## config.mk

```make
export PLATFORM = sky130hd
export DESIGN_NAME = ram_rd_arbiter
export DESIGN_NICKNAME = d
export VERILOG_FILES = /design/src/rtl/ram_rd_arbiter.sv
export SDC_FILE = /design/constraint.sdc
export NUM_CORES = 1
export LEC_CHECK = 0
export ABC_AREA = 1
export BUFFER_PORTS_ARGS = -buffer_cell sky130_fd_sc_hd__buf_2
export CAP_MARGIN = 10
export CORE_AREA = 4 4 209 211
export DETAILED_ROUTE_END_ITERATION = 7
export DIE_AREA = 0 0 213 215
export PLACE_DENSITY = 0.3
export SYNTH_ARGS = -nofsm -noshare
export SYNTH_HDL_FRONTEND = slang
export SYNTH_SLANG_ARGS = --single-unit
```

## constraint.sdc

```tcl
create_clock -name aclk -period 1.6 [get_ports aclk]
set_clock_uncertainty 0.2 [all_clocks]
set_input_delay 0.32 -clock aclk [delete_from_list [all_inputs] [get_ports aclk]]
set_output_delay 0.32 -clock aclk [all_outputs]
set_load 0.1 [all_outputs]
```

## src/rtl/ram_rd_arbiter.sv

```systemverilog
// ram_rd_arbiter: shares the single read port of one RAM between NREQ
// requesters. One read is granted per cycle, round-robin. Each read is tagged
// with its requester index, and the tag travels down a fixed-latency pipe so
// the returning data is steered back to the requester that issued it.
module ram_rd_arbiter #(
    parameter int NREQ   = 2,
    parameter int AW     = 8,
    parameter int DW     = 256,
    parameter int RD_LAT = 2
) (
    input  logic                aclk,
    input  logic                areset,
    input  logic [NREQ-1:0]     req_valid,
    input  logic [NREQ*AW-1:0]  req_addr,
    output logic [NREQ-1:0]     req_ready,
    output logic [NREQ-1:0]     rsp_valid,
    output logic [DW-1:0]       rsp_data,
    output logic [AW-1:0]       rd_addr,
    output logic                rd_read,
    input  logic [DW-1:0]       rd_data,
    input  logic                rd_valid,
    output logic                err_sticky,
    input  logic                err_clr
);

    localparam int IW = (NREQ > 1) ? $clog2(NREQ) : 1;
    localparam logic [IW-1:0] LAST_IDX = IW'(NREQ - 1);

    logic [IW-1:0] rr_ptr;
    logic [IW-1:0] winner;
    logic          found;

    // Tag pipe: stage 0 is loaded at the accept edge; the head stage lines up
    // with the rd_valid/rd_data the RAM presents in the same cycle.
    logic          tag_vld [RD_LAT];
    logic [IW-1:0] tag_idx [RD_LAT];
    logic          head_vld;
    logic [IW-1:0] head_idx;
    logic          orphan;
    logic          missing;

    assign head_vld = tag_vld[RD_LAT-1];
    assign head_idx = tag_idx[RD_LAT-1];

    // Round-robin search starting just after the last winner.
    always_comb begin : arb_search
        logic [IW-1:0] cand;
        // NOTE: every variable gets a default before the loop so no path
        // leaves it unassigned; a missing default here would infer a latch.
        found  = 1'b0;
        winner = '0;
        cand   = '0;
        for (int off = 1; off <= NREQ; off++) begin
            cand = IW'((int'(rr_ptr) + off) % NREQ);
            if (!found && req_valid[cand]) begin
                found  = 1'b1;
                winner = cand;
            end
        end
    end

    // One-hot grant and the winner's address; forced low while in reset.
    always_comb begin
        req_ready = '0;
        rd_addr   = '0;
        for (int i = 0; i < NREQ; i++) begin
            req_ready[i] = !areset && found && (winner == IW'(i));
            if (req_ready[i]) begin
                rd_addr = req_addr[i*AW +: AW];
            end
        end
    end

    assign rd_read = |(req_valid & req_ready);

    // Pointer moves to the winner only when a read is actually accepted.
    always_ff @(posedge aclk or posedge areset) begin
        if (areset) begin
            rr_ptr <= LAST_IDX;
        end else if (rd_read) begin
            // NOTE: state registers use non-blocking assignments so every
            // flop samples the pre-edge values regardless of block order.
            rr_ptr <= winner;
        end
    end

    // Shift the tag pipe every cycle; a reset drops all reads in flight.
    always_ff @(posedge aclk or posedge areset) begin
        if (areset) begin
            // NOTE: this array is control state (valid bits), so unlike a data
            // memory it must be reset; stale tags would misroute responses.
            for (int s = 0; s < RD_LAT; s++) begin
                tag_vld[s] <= 1'b0;
                tag_idx[s] <= '0;
            end
        end else begin
            tag_vld[0] <= rd_read;
            tag_idx[0] <= winner;
            for (int s = 1; s < RD_LAT; s++) begin
                tag_vld[s] <= tag_vld[s-1];
                tag_idx[s] <= tag_idx[s-1];
            end
        end
    end

    // Steer returning data to the requester named by the head tag.
    always_comb begin
        rsp_valid = '0;
        for (int i = 0; i < NREQ; i++) begin
            rsp_valid[i] = rd_valid && head_vld && (head_idx == IW'(i));
        end
    end

    assign rsp_data = rd_data;

    // Data without a tag, or a tag without data, is a protocol error.
    assign orphan  = rd_valid && !head_vld;
    assign missing = head_vld && !rd_valid;

    // Sticky error flag; a new error on the clear edge takes precedence.
    always_ff @(posedge aclk or posedge areset) begin
        if (areset) begin
            err_sticky <= 1'b0;
        end else if (orphan || missing) begin
            err_sticky <= 1'b1;
        end else if (err_clr) begin
            err_sticky <= 1'b0;
        end
    end

endmodule

```

[Word-level counts from Yosys, hierarchy flattened]
Cells that the tools add are included.
Storage, ports and cells
  register bits after elaboration: 6
  output and inout port bits: 270
  logic and storage cells: 41
Cells by class
  add/sub/neg operators: 2
  magnitude comparators: 2
  mux-type cells: 12
  bitwise gates (word level): 3
  reductions and logical operators: 16
Operators with widths (count)
  2-to-1 mux 8 bit: 2
  2-to-1 mux 1 bit: 10
  logical AND 1 bit: 9
  logical NOT 1 bit: 4
  less-than comparator 1 x 2 -> 1 bit, second input constant: 2
  adder 1 bit, second input constant: 2
  AND 2 bit: 1
  NOT 1 bit: 2
  nonzero test 2 bit: 1
  OR reduction 2 bit: 1
  logical OR 1 bit: 1

[Depth between registers and ports, before layout]
Gate-level depths: netlist (run 1).
  word-level depth: 11
  depth in mapped cells: 4
  mapped depth without buffers: 4

[Least setup slack after synthesis (run 1)]
No wires, ideal clock.
  path type: input to output
  start point: in req_valid[1]
  end point: out rd_read
  data arrival time: 1.780 ns
  slack: -0.700 ns
  cell stages on the path: 3
  buffers on the path: 1
  cell sequence: buf_4 > nor2_1 > nor2_1
Between the ends
  longest elaborated chain between the ends: 10
  elaborated cells between the ends (all ways): 16
  classes of those cells: mux: 8; bitwise: 2; reduce/logical: 6
Ends and longest elaborated chain
  start: declaration: line 13  | input logic [NREQ-1:0] req_valid,
  2-to-1 mux 1 bit (implied by the code) (2 in a row): line 55  | if (!found && req_valid[cand]) begin
  2-to-1 mux 1 bit: line 55
  logical NOT 1 bit: line 55
  logical AND 1 bit: line 55
  2-to-1 mux 1 bit: line 55
  logical AND 1 bit / NOT 1 bit (equally long branches): line 67  | req_ready[i] = !areset && found && (winner == IW'(i));
  logical AND 1 bit: line 67
  AND 2 bit *: line 74  | assign rd_read = |(req_valid & req_ready);
  OR reduction 2 bit *: line 74
  end: declaration: line 19  | output logic rd_read,
Every way passes the cells marked *; elsewhere a longest branch is shown, timed or not. The select of a mux whose other input is x is not followed.

[Final worst setup path (run 1)]
  start point: reg rr_ptr
  end point: out rd_addr[7]
Between the ends
  longest elaborated chain between the ends: 11
  elaborated cells between the ends (all ways): 18
  classes of those cells: add/sub: 2; mux: 10; bitwise: 1; reduce/logical: 5
Ends and longest elaborated chain
  start: declaration: line 29  | logic [IW-1:0] rr_ptr;
  start signal: assignment: line 83  | rr_ptr <= winner;
  adder 1 bit: line 54  | cand = IW'((int'(rr_ptr) + off) % NREQ);
  2-to-1 mux 1 bit (implied by the code) (2 in a row): line 55
  2-to-1 mux 1 bit: line 55
  logical NOT 1 bit: line 55
  logical AND 1 bit: line 55
  2-to-1 mux 1 bit: line 55
  logical AND 1 bit / NOT 1 bit (equally long branches): line 67
  logical AND 1 bit: line 67
  2-to-1 mux 8 bit: line 68  | if (req_ready[i]) begin
  2-to-1 mux 8 bit *: line 68
  end: declaration: line 18  | output logic [AW-1:0] rd_addr,
Marks and branches as above.

==> impl_metrics.yaml, run 1 <==
status:
  outcome: "finished with violations"
  violations: "setup timing"
finish:
  final_cell_area_mm2: 0.00176
  syn_to_final_growth_pct: -23.6
  final_cells: 639
  layout-drive-gt1-share: 0.727
  final_cell_mix: "20 x buf_2, 16 x buf_12, 9 x nand2_4"
  fillCellCount: 4919
  final_net_count: 379
  final_common_cell: "buf_2"
synth:
  synth_area_mm2: 0.00231
  syn_inst: 308
  synth_mux_area_frac: 0
  synth-xor-area-share: 0
  synth_area_leaders: "buf_4 84%, dfrtp_1 5.4%, nand4_1 2.2%, nand3_1 2.0%, nand2_1 1.6%"
  synth_cell_types: 15
  synth_compound_area_frac: 0.00542
  synth_top_area_cell: "buf_4"
  synth_seq_cells: 6
  synth.net_count: 587
  syn_avg_cell_area_um2: 7.50
  yosys.area_share.simple: 0.0753
  synth-adder-area-share: 0.00542
  synth_top_area_frac: 0.835
  synth_top_family_by_area: "buffers and inverters"
  yosysSeqAreaShare: 0.0655
  yosysWarnings: 0
grt:
  grt_pass1_wl_um: 11300
  grt_max_degree: 11
  antenna_found_initial: 1
  gr-total-overflow: 0
  grt_pass1_vias: 1200
  grt_util_all_layers: 0.0385
critical_path:
  required_ns: 1.08
  start_kind: "flop"
  end_kind: "output port"
  critical_path_class: "reg2out"
  crit_arrival_ns: 1.40
  critPathMaxFanout: 11
  cpPeakStageDelay_ns: 0.53
  cp_slowest_cell: "dfstp_2"
  worstPathCellList: "buf_4, nand2_8, nand4_1, nand2_4, buf_12"
sta:
  fin_crit_sh: 1.20
  setup_tns_ns: -2.79
  tightest_slew_ns: 0.245
  slew_violations: 0
  finalHoldWorstSlack_ns: 0.0772
  rsz0062_at_grt: "yes"
  period_minus_slack_ns: 1.92
  setup_slack_ns: -0.316
  fmax_mhz: 522
  hold_viol: 0
  setup_viol: 11
  relSlewSlack: 0.836
pwr:
  power_density_mw_per_mm2: 628
  vdd_drop_max_mv: 0.224
  total_power_mw: 1.11
  p_leak_nw: 0.517
place:
  dp_hpwl_um: 8160
  place_congestion: 0.541
  io_buffers: 35
  dp.cells: 633
  post_dp_cell_area_mm2: 0.00163
route:
  wirelength_um: 9460
  antenna_left: 0
  drc: 0
  vias: 987
  routed_via_density: 1.54
  dr.pass1.iters: 3
  dr.first_iter.drc_count: 23
  wl_per_cell_um: 14.8
floorplanning:
  initial_utilization: 0.0553
  io_pins: 548
  die_w_um: 213
  fp.dieArea_mm2: 0.0458
  core_area_mm2: 0.0418
  die_h_um: 215
  fp-row-count: 75
clock_network:
  path_clk_slew_ns: 0.04
  cts.sinks: 6
  clk_latency_ns: 0.23
  root_buffer: "clkbuf_16"
  cts_tree: "done"
  hold_buffers: 0
  clockBufferDepth: 2
  htreeDepth: 1
  cts_buffers: 3
hold_path:
  hold_class: "in2reg"
job:
  maxCapViolations: 0
==> sequential cells by signal, indices dropped and copies added (netlist names) <==
register	cells
err_sticky	1
head_idx	1
head_vld	1
rr_ptr	1
tag_idx	1
tag_vld	1
==> cell usage after synthesis <==
cell type,instances
inv_1,6
inv_2,2
buf_4,257
o21bai_1,1
o21ai_0,1
ha_1,1
nand3_1,9
nand4_1,8
nor2_4,1
dfstp_2,1
dfrtp_1,5
nand2_1,10
nor2_1,3
nand2_2,2
and2_1,1
==> through the flow <==
step	utilization	setup slack, ns
floorplan	-	-0.00996
global placement	0.0390	-0.186
detailed placement	0.0390	-0.185
CTS	0.0417	-0.342
global route	0.0422	-0.367
finish	0.0422	-0.316
==> worst max-delay path, delay by kind of cell, from the launching register on <==
kind	cells	cell delay, ns
flops	1	0.53
buf+inv	2	0.29
simple gates	3	0.33
==> final timing paths <==
path	from	to	slack, ns	cells after the start
min in group asynchronous	areset	head_idx	0.23	4
worst max register to register	rr_ptr	rr_ptr	0.20	6
worst min register to register	tag_idx[1]	head_idx	0.14	0
worst min-delay path	err_clr	err_sticky	0.08	2
max in group asynchronous	areset	rr_ptr	0.77	4
worst max-delay path	rr_ptr	rd_addr[7]	-0.32	5
==> final cells by class <==
type / instances / area (µm²) / share of cell area
Timing Repair Buffer: 44 / 480 / 0.272
Multi-Input combinational cell: 37 / 339 / 0.192
Inverter: 8 / 37.5 / 0.0213
Tap cell: 539 / 674 / 0.382
Antenna cell: 1 / 2.50 / 0.00142
Sequential cell: 6 / 151 / 0.0858
Clock buffer: 4 / 78.8 / 0.0447
==> cells by family (layout without fill, tap and decap cells) <==
| logic type | count (synthesis) | after routing |
|---|---|---|
| DFF | 6 | 6 |
| and+or+nand+nor | 34 | 34 |
| AOI/OAI and AO/OA | 2 | 2 |
| buffers and inverters | 265 | 56 |
| adders and majority gates | 1 | 1 |
| other | 0 | 1 |
==> layer usage <==
layer / global-route usage / vias up / share of wire
li1: - / 273 / -
met1: 0.0224 / 358 / 0.20
met2: 0.0472 / 224 / 0.36
met3: 0.0365 / 132 / 0.25
met4: 0.0704 / 0 / 0.19
met5: 0 / - / 0
==> report_power, final <==
group / switching (mW) / internal (mW) / total [mW] / leakage [nW]
Combinational: 0.326 / 0.180 / 0.505 / 0.408
Sequential: 0.0112 / 0.170 / 0.181 / 0.0704
Clock: 0.0905 / 0.331 / 0.422 / 0.0382
==> what timing repair did <==
action / CTS / global route
setup endpoints to repair: 12 / 13
resized for setup: 6 / 5
gates cloned: 0 / 0
setup buffers: 1 / 0
pin swaps: 3 / 5
Power figures use the tool's default switching activity.
==> run 2, diff against run 1 <==
--- a/config.mk
+++ b/config.mk
@@ -12,6 +12,7 @@
 export DETAILED_ROUTE_END_ITERATION = 7
 export DIE_AREA = 0 0 213 215
 export PLACE_DENSITY = 0.3
+export REMOVE_ABC_BUFFERS = 1
 export SYNTH_ARGS = -nofsm -noshare
 export SYNTH_HDL_FRONTEND = slang
 export SYNTH_SLANG_ARGS = --single-unit
==> run 2 against run 1 <==
Net effect: the flow still finishes with violations (setup timing); non-clock buffer count down 4; largest power group unchanged; flip-flop and latch count unchanged; via count up 70%; critical path type unchanged; sequential share of layout area up 0.51 points; largest cell class unchanged.
==> impl_metrics.yaml, run 2 (same netlist as run 1, synthesis figures left out) <==
status:
  outcome: "finished with violations"
  violations: "setup timing"
clock_network:
  htreeDepth: 1
  clk_latency_ns: 0.23
  root_buffer: "clkbuf_16"
  clockBufferDepth: 2
  path_clk_slew_ns: 0.04
  cts_tree: "done"
  cts_buffers: 3
  hold_buffers: 0
  cts.sinks: 6
route:
  wl_per_cell_um: 117
  dr.pass1.iters: 4
  wirelength_um: 74300
  dr.first_iter.drc_count: 185
  vias: 1674
  drc: 0
  routed_via_density: 2.64
  antenna_left: 0
sta:
  fmax_mhz: 522
  setup_slack_ns: -0.314
  fin_crit_sh: 1.20
  setup_viol: 10
  rsz0062_at_grt: "yes"
  tightest_slew_ns: 0.390
  relSlewSlack: 0.739
  period_minus_slack_ns: 1.91
  slew_violations: 0
  setup_tns_ns: -2.61
  hold_viol: 0
place:
  place_congestion: 1.29
  pre_cts_ws_ns: -0.198
  io_buffers: 35
  dp_hpwl_um: 73400
grt:
  antenna_found_initial: 0
  grt_max_degree: 11
  grt_pass1_wl_um: 77600
  grt_pass1_vias: 1359
  grt_util_all_layers: 0.311
  gr-total-overflow: 0
critical_path:
  required_ns: 1.08
  end_kind: "output port"
  critPathMaxFanout: 10
  r2r_cells: 3
  crit_arrival_ns: 1.39
  start_kind: "flop"
  critical_path_class: "reg2out"
hold_path:
  hold_class: "in2reg"
  worstHoldPathCells: 2
floorplanning:
  fp-row-count: 75
  fp.dieArea_mm2: 0.0458
  initial_utilization: 0.0553
  core_area_mm2: 0.0418
  die_h_um: 215
  io_pins: 548
  die_w_um: 213
finish:
  multi_input_area_um2: 299
  final_util: 0.0399
  layout-drive-gt1-share: 0.729
  fillCellCount: 4923
  final_common_cell: "buf_2"
  final_cell_mix: "20 x buf_2, 14 x buf_12, 9 x nand2_2"
  antenna_cells: 0
  regArea_um2: 151
  syn_to_final_growth_pct: -27.9
  final_net_count: 376
pwr:
  power_density_mw_per_mm2: 648
  p_leak_nw: 0.501
  vdd_drop_max_mv: 0.286
  total_power_mw: 1.08
job:
  maxCapViolations: 0
==> run 2: changes by cell type in the layout (fill, tap and decap cells not counted), moves of 2 or more <==
cell,before,now
buf_4,7,5
nor2_1,0,2
nand2_4,9,2
nand2_2,0,9
clkinvlp_4,2,0
buf_12,16,14
nand3_2,0,5
nand3_1,8,4
==> run 2: final cells by class <==
cell class,count,share of cell area
well taps,539,0.405
repair buffers,40,0.258
multi-input cells,38,0.180
flip-flops and latches,6,0.0909
clock buffers,4,0.0473
inverters,8,0.0195
==> run 2: metal layers <==
metal  wire, µm  global-route usage  share of wire  up-vias
met5        690               0.117         0.0093        -
li1           -                   -              -      267
met4       5940               0.185          0.080       18
met1       4550              0.0485          0.061      558
met3      24000               0.491           0.32       92
met2      39100               0.579           0.53      739
==> run 2: timing repair <==
action | CTS | global route
gates resized for setup | 28 | 1
buffers inserted | 0 | 0
pin swaps | 12 | 11
gates cloned | 1 | 0
setup endpoints to repair | 12 | 12
==> run 2: critical path, stage by stage, from the launching register on <==
cell,delay [ns]
dfstp_2,0.57
nand2_4,0.12
nand4_1,0.19
nand2_2,0.10
buf_12,0.17
==> run 2: through the flow <==
stage	cell area [µm²]	std cells	hold WS [ns]
after global placement	1480	630	0.140
final	1670	635	0.0739
after detailed placement	1480	630	0.141
after CTS	1660	635	0.0740
after floorplan	380	51	-0.0811
after global routing	1670	635	0.0985
==> run 2: final timing paths <==
check	start	end	slack, ns
max in group asynchronous	areset	rr_ptr	0.91
worst max register to register	rr_ptr	rr_ptr	0.39
min in group asynchronous	areset	head_idx	0.08
worst min-delay path	err_clr	err_sticky	0.07
worst max-delay path	rr_ptr	rd_addr[6]	-0.31
worst min register to register	tag_idx[1]	head_idx	0.14
==> run 2: where the power goes <==
part | switching [mW] | total (mW) | internal, mW
Sequential | 0.0146 | 0.185 | 0.170
Clock | 0.0874 | 0.418 | 0.331
Combinational | 0.317 | 0.476 | 0.159
Total | 0.419 | 1.08 | 0.660
==> run 3, diff against run 2 <==
--- a/config.mk
+++ b/config.mk
@@ -6,7 +6,7 @@
 export NUM_CORES = 1
 export LEC_CHECK = 0
 export ABC_AREA = 1
-export BUFFER_PORTS_ARGS = -buffer_cell sky130_fd_sc_hd__buf_2
+export BUFFER_PORTS_ARGS = -buffer_cell sky130_fd_sc_hd__buf_4
 export CAP_MARGIN = 10
 export CORE_AREA = 4 4 209 211
 export DETAILED_ROUTE_END_ITERATION = 7
==> constraint.sdc (replaced) <==
create_clock -name aclk -period 1.6 [get_ports aclk]
set_clock_uncertainty 0.2 [all_clocks]
set_input_delay 0.16 -clock aclk [delete_from_list [all_inputs] [get_ports aclk]]
set_output_delay 0.16 -clock aclk [all_outputs]
set_load 0.1 [all_outputs]
==> run 3 against run 2 <==
Net effect: the run still ends with setup timing left; die area stayed put; clock power hardly changed; sequential power shrank 3%; core utilization grew 0.051 points; critical path depth grew 1; non-clock buffer count rose by 2; maximum frequency grew 12%; routed wire length rose by 0.23%; flip-flop and latch count is the same; register-to-register slack got worse by 0.08 ns.
==> impl_metrics.yaml, run 3 (same netlist as run 1, synthesis figures left out) <==
critical_path:
  crit_arrival_ns: 1.35
  critPathMaxFanout: 5
  start_kind: "flop"
  end_kind: "output port"
  required_ns: 1.24
  critical_path_class: "reg2out"
grt:
  grt_util_all_layers: 0.312
  gr-total-overflow: 0
  antenna_found_initial: 4
  grt_pass1_wl_um: 77500
  grt_max_degree: 14
  grt_pass1_vias: 1288
sta:
  period_minus_slack_ns: 1.71
  setup_slack_ns: -0.106
  tightest_slew_ns: 0.349
  fin_crit_sh: 1.07
  setup_viol: 10
  finalHoldWorstSlack_ns: 0.0634
  relSlewSlack: 0.767
  slew_violations: 0
  fmax_mhz: 586
  hold_viol: 0
  rsz0062_at_grt: "yes"
route:
  dr.pass1.iters: 6
  routed_via_density: 2.56
  drc: 0
  dr.first_iter.drc_count: 207
  wirelength_um: 74500
  antenna_left: 0
  vias: 1635
  wl_per_cell_um: 117
clock_network:
  htreeDepth: 1
  root_buffer: "clkbuf_16"
  clockBufferDepth: 2
  clk_latency_ns: 0.23
  cts_buffers: 3
  path_clk_slew_ns: 0.04
  cts_tree: "done"
  cts.sinks: 6
floorplanning:
  die_w_um: 213
  io_pins: 548
  fp-row-count: 75
  initial_utilization: 0.0553
  core_area_mm2: 0.0418
  die_h_um: 215
  fp.dieArea_mm2: 0.0458
finish:
  syn_to_final_growth_pct: -27.0
  final_net_count: 379
  final_cell_mix: "27 x buf_4, 10 x buf_12, 8 x nand4_1, 8 x nand2_2"
  final_common_cell: "buf_4"
  fillCellCount: 4920
  layout-drive-gt1-share: 0.657
pwr:
  total_power_mw: 1.09
  power_density_mw_per_mm2: 647
  p_leak_nw: 0.515
  vdd_drop_max_mv: 0.267
place:
  dp_hpwl_um: 73200
  io_buffers: 35
  place_congestion: 1.29
status:
  outcome: "finished with violations"
  violations: "setup timing"
job:
  maxCapViolations: 0
hold_path:
  hold_class: "in2reg"
==> run 3: repair_timing <==
item                       CTS  global route
pin swaps                    5             2
gates resized for setup     36             9
setup endpoints to repair   10            11
hold buffers                 3             0
cloned                       2             0
buffers inserted             2             1
hold endpoints to repair     7             0
==> run 3: final timing paths <==
check | from | to | slack, ns | depth (start not counted)
setup / recovery | rr_ptr | rd_addr[5] | -0.11 | 5
hold / removal | rd_valid | err_sticky | 0.06 | 3
setup reg to reg | rr_ptr | tag_idx[1] | 0.31 | 5
hold reg to reg | tag_idx[1] | head_idx | 0.14 | 0
max in group asynchronous | areset | rr_ptr | 0.52 | 4
min in group asynchronous | areset | head_idx | 0.47 | 4
==> run 3: worst max-delay path, cell delays in order, from the launching register on <==
cell and delay, ns:
dfstp_2 0.56, buf_4 0.13, nand2_4 0.07, nand4_1 0.10
nand2_2 0.08, buf_12 0.16
==> run 3: stage by stage <==
step / TNS (ns) / instance area [µm²] / util / setup slack, ns / cells
CTS: -0.874 / 1640 / 0.0392 / -0.103 / 637
global placement: 0 / 1360 / 0.0326 / 0.0153 / 626
floorplan: -2.68 / 380 / - / -0.507 / 51
global route: -1.28 / 1690 / 0.0404 / -0.156 / 639
detailed placement: 0 / 1360 / 0.0326 / 0.00897 / 626
finish: -0.794 / 1690 / 0.0404 / -0.106 / 639
==> run 3: final cells by class <==
cell class              instances  area, µm²  share of cell area
flip-flops and latches          6        151              0.0898
inverters                       8       32.5              0.0193
repair buffers                 42        455               0.270
diodes                          1       2.50             0.00148
multi-input cells              39        292               0.173
clock buffers                   4       78.8              0.0467
well taps                     539        674               0.400
==> run 3: metal layers <==
metal	routed length, µm	global-route usage	share of wire	vias up
met5	1170	0.178	0.016	-
met4	6090	0.186	0.082	34
met3	23800	0.489	0.32	98
met2	39000	0.577	0.52	708
met1	4380	0.0458	0.059	519
li1	-	-	-	276
==> run 3: where the power goes <==
group	leakage (nW)	switching [mW]	internal, mW
combinational	0.407	0.322	0.168
clock	0.0382	0.0895	0.331
sequential	0.0704	0.0101	0.170
total	0.515	0.422	0.669
